File: config.mk
export PLATFORM = sky130hd
export DESIGN_NAME = hart_issue_scheduler
export DESIGN_NICKNAME = d
export VERILOG_FILES = /design/src/rtl/hart_issue_scheduler.sv
export SDC_FILE = /design/constraint.sdc
export NUM_CORES = 1
export LEC_CHECK = 0
export CORE_UTILIZATION = 49
export DETAILED_ROUTE_END_ITERATION = 6
export PLACE_DENSITY = 0.8
export SLEW_MARGIN = 20
export SYNTH_ARGS = -nofsm -noshare
export SYNTH_HDL_FRONTEND = slang
export SYNTH_SLANG_ARGS = --single-unit
export TNS_END_PERCENT = 20
File: constraint.sdc
create_clock -name clk -period 3.2 [get_ports clk]
set_input_delay 0.64 -clock clk [delete_from_list [all_inputs] [get_ports clk]]
set_output_delay 0.64 -clock clk [all_outputs]
set_load 0.005 [all_outputs]
File: src/rtl/hart_issue_scheduler.sv
// Round-robin fine-grained multithreading issue scheduler: one fetch PC per cycle from an eligible hart.
// Optional per-hart issue / idle performance counters are enabled by defining SCHED_PERF_CNT_EN.
module hart_issue_scheduler #(
    parameter int          HART_W    = 2,
    parameter logic [31:0] RESET_PC  = 32'h0000_0000,
    parameter int          CNT_W     = 4,
    localparam int         NUM_HARTS = 2**HART_W
) (
    input  logic                 clk,
    input  logic                 reset_n,
    input  logic [NUM_HARTS-1:0] hart_en,
    input  logic                 stall,
    input  logic                 block_valid,
    input  logic [HART_W-1:0]    block_hart,
    input  logic [CNT_W-1:0]     block_cycles,
    input  logic                 wake_valid,
    input  logic [HART_W-1:0]    wake_hart,
    input  logic                 redirect_valid,
    input  logic [HART_W-1:0]    redirect_hart,
    input  logic [31:0]          redirect_pc,
    output logic                 issue_valid,
    output logic [HART_W-1:0]    issue_hart,
    output logic [31:0]          issue_pc,
    output logic [NUM_HARTS-1:0] hart_blocked
`ifdef SCHED_PERF_CNT_EN
    ,
    output logic [NUM_HARTS*32-1:0] issue_cnt,
    output logic [31:0]             idle_cnt
`endif
);

    logic [31:0]       pc_q   [NUM_HARTS];
    logic [31:0]       pc_d   [NUM_HARTS];
    logic [CNT_W-1:0]  cnt_q  [NUM_HARTS];
    logic [CNT_W-1:0]  cnt_d  [NUM_HARTS];
    logic [HART_W-1:0] last_q, last_d;
    logic              issue_valid_q, issue_valid_d;
    logic [HART_W-1:0] issue_hart_q, issue_hart_d;
    logic [31:0]       issue_pc_q, issue_pc_d;

    logic [NUM_HARTS-1:0] elig;
    logic                 sel_found;
    logic [HART_W-1:0]    sel;
    logic [HART_W-1:0]    idx;
    logic                 issue_now;

    always_comb begin
        for (int i = 0; i < NUM_HARTS; i++) begin
            hart_blocked[i] = (cnt_q[i] != '0);
        end
        elig = hart_en & ~hart_blocked;
    end

    // Search last+1 .. last+NUM_HARTS; the wrap makes hart 'last' the final candidate.
    always_comb begin
        sel_found = 1'b0;
        sel       = '0;
        idx       = '0;
        for (int k = 1; k <= NUM_HARTS; k++) begin
            idx = last_q + HART_W'(k);
            if (!sel_found && elig[idx]) begin
                sel_found = 1'b1;
                sel       = idx;
            end
        end
    end

    always_comb begin
        issue_now     = !stall && sel_found;
        issue_valid_d = issue_valid_q;
        issue_hart_d  = issue_hart_q;
        issue_pc_d    = issue_pc_q;
        last_d        = last_q;
        if (!stall) begin
            issue_valid_d = sel_found;
            if (sel_found) begin
                issue_hart_d = sel;
                issue_pc_d   = pc_q[sel];
                last_d       = sel;
            end
        end
        for (int i = 0; i < NUM_HARTS; i++) begin
            pc_d[i] = pc_q[i];
            if (issue_now && sel == HART_W'(i)) pc_d[i] = pc_q[i] + 32'd4;
            if (redirect_valid && redirect_hart == HART_W'(i)) pc_d[i] = redirect_pc;

            // Block beats wake, wake beats the natural decrement.
            cnt_d[i] = (cnt_q[i] != '0) ? cnt_q[i] - CNT_W'(1) : '0;
            if (wake_valid && wake_hart == HART_W'(i)) cnt_d[i] = '0;
            if (block_valid && block_cycles != '0 && block_hart == HART_W'(i)) cnt_d[i] = block_cycles;
        end
    end

    always_ff @(posedge clk) begin
        if (!reset_n) begin
            issue_valid_q <= 1'b0;
            issue_hart_q  <= '0;
            issue_pc_q    <= '0;
            last_q        <= '1;
            for (int i = 0; i < NUM_HARTS; i++) begin
                pc_q[i]  <= RESET_PC;
                cnt_q[i] <= '0;
            end
        end else begin
            issue_valid_q <= issue_valid_d;
            issue_hart_q  <= issue_hart_d;
            issue_pc_q    <= issue_pc_d;
            last_q        <= last_d;
            for (int i = 0; i < NUM_HARTS; i++) begin
                pc_q[i]  <= pc_d[i];
                cnt_q[i] <= cnt_d[i];
            end
        end
    end

    assign issue_valid = issue_valid_q;
    assign issue_hart  = issue_hart_q;
    assign issue_pc    = issue_pc_q;

`ifdef SCHED_PERF_CNT_EN
    logic [31:0] issue_cnt_q [NUM_HARTS];
    logic [31:0] idle_cnt_q;

    always_ff @(posedge clk) begin
        if (!reset_n) begin
            idle_cnt_q <= '0;
            for (int i = 0; i < NUM_HARTS; i++) issue_cnt_q[i] <= '0;
        end else if (!stall) begin
            if (sel_found) issue_cnt_q[sel] <= issue_cnt_q[sel] + 32'd1;
            else           idle_cnt_q       <= idle_cnt_q + 32'd1;
        end
    end

    always_comb begin
        for (int i = 0; i < NUM_HARTS; i++) issue_cnt[32*i +: 32] = issue_cnt_q[i];
    end
    assign idle_cnt = idle_cnt_q;
`endif

endmodule

==> metrics.cfg <==
[outcome]
status = finished, final reports clean

[logic_synthesis]
synth.area.top_cells = dfxtp_1, o21ai_0, a21oi_1
syn_nets = 1359
synth_commonest_cells = o21ai_0, dfxtp_1, a21oi_1, clkbuf_1, nand3_1
ys_ff_latch = 181
dominantRegCellSynth = dfxtp_1
synth_top_area_share_pct = 34.8
netlist_area_um2 = 10400
synthDistinctLibCells = 68
synth.avg_cell_area_um2 = 8.03
synth_cells = 1295
synth-edff-count = 0
yosysWarnings = 0
yosysSeqAreaShare_pct = 34.8
synth_area_leader_cell = dfxtp_1
synthArstFlopShare_pct = 0
synth_most_common_cell = o21ai_0

[detailed_routing]
wire_per_inst_um = 20.6
num_vias = 11051
via_per_inst = 6.72
drt-initial-drc-count = 1326
drt_first_pass_iters = 6
routed_wl_mm = 34.0
drtAntennaViolNets = 0
drc_errors = 0

[worst_setup_path]
crit_path_start = hart_en[3]
r2r_start = cnt_q[0][0]$_SDFF_PN0_
worst-path-max-fanout = 14
critPathRequiredTime_ps = 3560
endpoint_kind = flip-flop
crit_type = in2reg
r2r_setup_slack_ps = 390
arrival_ps = 3240
cp-start-kind = input pin
endpoint = pc_q[3][26]$_SDFFE_PN0P_
r2r_cells = 10
r2r-end = pc_q[3][26]$_SDFFE_PN0P_

[clock_tree]
cts_resized = 0
clkLatencyLatePin_ps = 450
tritoncts = done
clock_sinks = 181
clockBufferDepth = 2
postCtsHoldBufs = 0
htreeDepth = 4
cts-root-buf = clkbuf_16
post-cts-setup-buffers = 0
path_clk_slew_ps = 70
cts_buffers = 17

[placement]
placed_cell_area_um2 = 11800
gp_congestion = 0.922
io_buffers = 90
dp_hpwl_mm = 23.3

[floorplanning]
die_area_um2 = 21800
start_util_pct = 50.7
rows = 52
core-area_um2 = 20500
die_x_um = 148
io_pins = 91
die-height_um = 148

[sta]
rsz0062_at_grt = no
tns_ps = 0
max-slew-margin-rel_pct = 46.6
fmax_mhz = 348
min_period_ps = 2880
final_hold_viol_count = 0
hold_slack_ps = 459
drv_slew = 0
min_period_over_period_pct = 89.9
worst_pin_slew_ps = 801
setup-violations-final = 0
fin_worst_skew_ps = 15.5

[cells_and_area]
fill_cells = 1814
drive_gt1_share_pct = 10.9
antenna_cells = 0
design_area_um2 = 12400
syn_to_final_growth_pct = 19.5
nets = 1426
multi_input_area_um2 = 6300
seq_area_um2 = 3620

[grt]
antenna_found_initial = 0
grt_pass1_vias = 10059
grt_use_total_pct = 31.4
grt_max_degree = 125
grt_pass1_wl_mm = 54.0
overflow = 0

[power_and_ir_drop]
ir_worst_vdd_uv = 584
p_leak_nw = 3.92
power_density_nw_per_um2 = 712

[flow_run]
cap_viol_max_count = 0

[min_path]
min_path_type = reg2reg

-- cell families (layout without fill, tap and decap cells) --
logic type | count (synthesis) | in the layout | share of synthesized area [%]
AO/OA/AOI/OAI | 463 | 463 | 27.9
XOR/XNOR | 39 | 39 | 3.28
adder cells (fa/ha/maj) | 12 | 12 | 1.44
buffers and inverters | 129 | 209 | 5.02
flip-flops | 181 | 181 | 34.8
multiplexers | 39 | 39 | 4.13
AND/OR/NAND/NOR | 432 | 432 | 23.4
-- worst max-delay path, cell delays in order --
cell and delay, ps:
clkdlybuf4s50_1 550, nand4bb_4 170, o221a_2 350, nor3_2 480, o2111ai_1 200, buf_4 230, or4_1 400, a31oi_1 200
-- sequential cells by signal (all words and copies together) (netlist names) --
signal       cells
issue_valid      1
last_q           2
issue_pc        32
cnt_q           16
issue_hart       2
pc_q           128
-- area by class of cell --
| type | instances | share of cell area [%] |
|---|---|---|
| clock inverters | 12 | 1.33 |
| inverters | 31 | 0.936 |
| well taps | 270 | 2.72 |
| repair buffers | 146 | 11.5 |
| flip-flops and latches | 181 | 29.2 |
| multi-input cells | 985 | 50.7 |
| clock buffers | 20 | 3.67 |
-- stage by stage --
step	worst slack [ps]	std cells	power, W	utilization [%]
floorplan	680	1295	0.00502	-
global placement	59.6	1613	0.00644	57.6
detailed placement	9.55	1613	0.00652	57.6
CTS	455	1645	0.00879	60.6
global route	245	1645	0.00928	60.6
finish	323	1645	0.00885	60.6
-- per-layer routing --
layer	global-route usage, %	up-vias	part of all wire, %
met4	12.5	0	3.0
met3	7.78	80	11
li1	-	5109	-
met1	42.7	5214	41
met2	47.6	648	45
met5	0	-	0
-- cell usage in the layout (no fill, tap or decap), types with 34 or more instances in the layout --
cell,count
nor3_1,66
nand2_1,66
dfxtp_1,181
clkdlybuf4s50_1,89
nand4_1,34
a31oi_1,59
a21oi_1,88
buf_4,47
o21ai_0,189
nor2_1,46
nand3_1,68
or3_1,37
-- how the worst min path moves through the flow --
stage | from | to | depth (start not counted)
final | pc_q[0][1]$_SDFFE_PN0P_ | pc_q[0][1]$_SDFFE_PN0P_ | 2
after global routing | pc_q[2][0]$_SDFFE_PN0P_ | pc_q[2][0]$_SDFFE_PN0P_ | 2
after CTS | pc_q[0][1]$_SDFFE_PN0P_ | pc_q[0][1]$_SDFFE_PN0P_ | 2
after detailed placement | pc_q[0][1]$_SDFFE_PN0P_ | pc_q[0][1]$_SDFFE_PN0P_ | 2
after global placement | pc_q[2][1]$_SDFFE_PN0P_ | pc_q[2][1]$_SDFFE_PN0P_ | 2
after floorplan | pc_q[2][0]$_SDFFE_PN0P_ | pc_q[2][0]$_SDFFE_PN0P_ | 2
-- power by group --
| part | leakage [nW] | internal (W) | switching, W |
|---|---|---|---|
| Combinational | 2.14 | 0.00160 | 0.00214 |
| Clock | 0.300 | 0.00129 | 0.000973 |
| Sequential | 1.48 | 0.00254 | 0.000313 |
| Total | 3.92 | 0.00542 | 0.00342 |
Note: power is estimated with default switching activity, not from simulation.
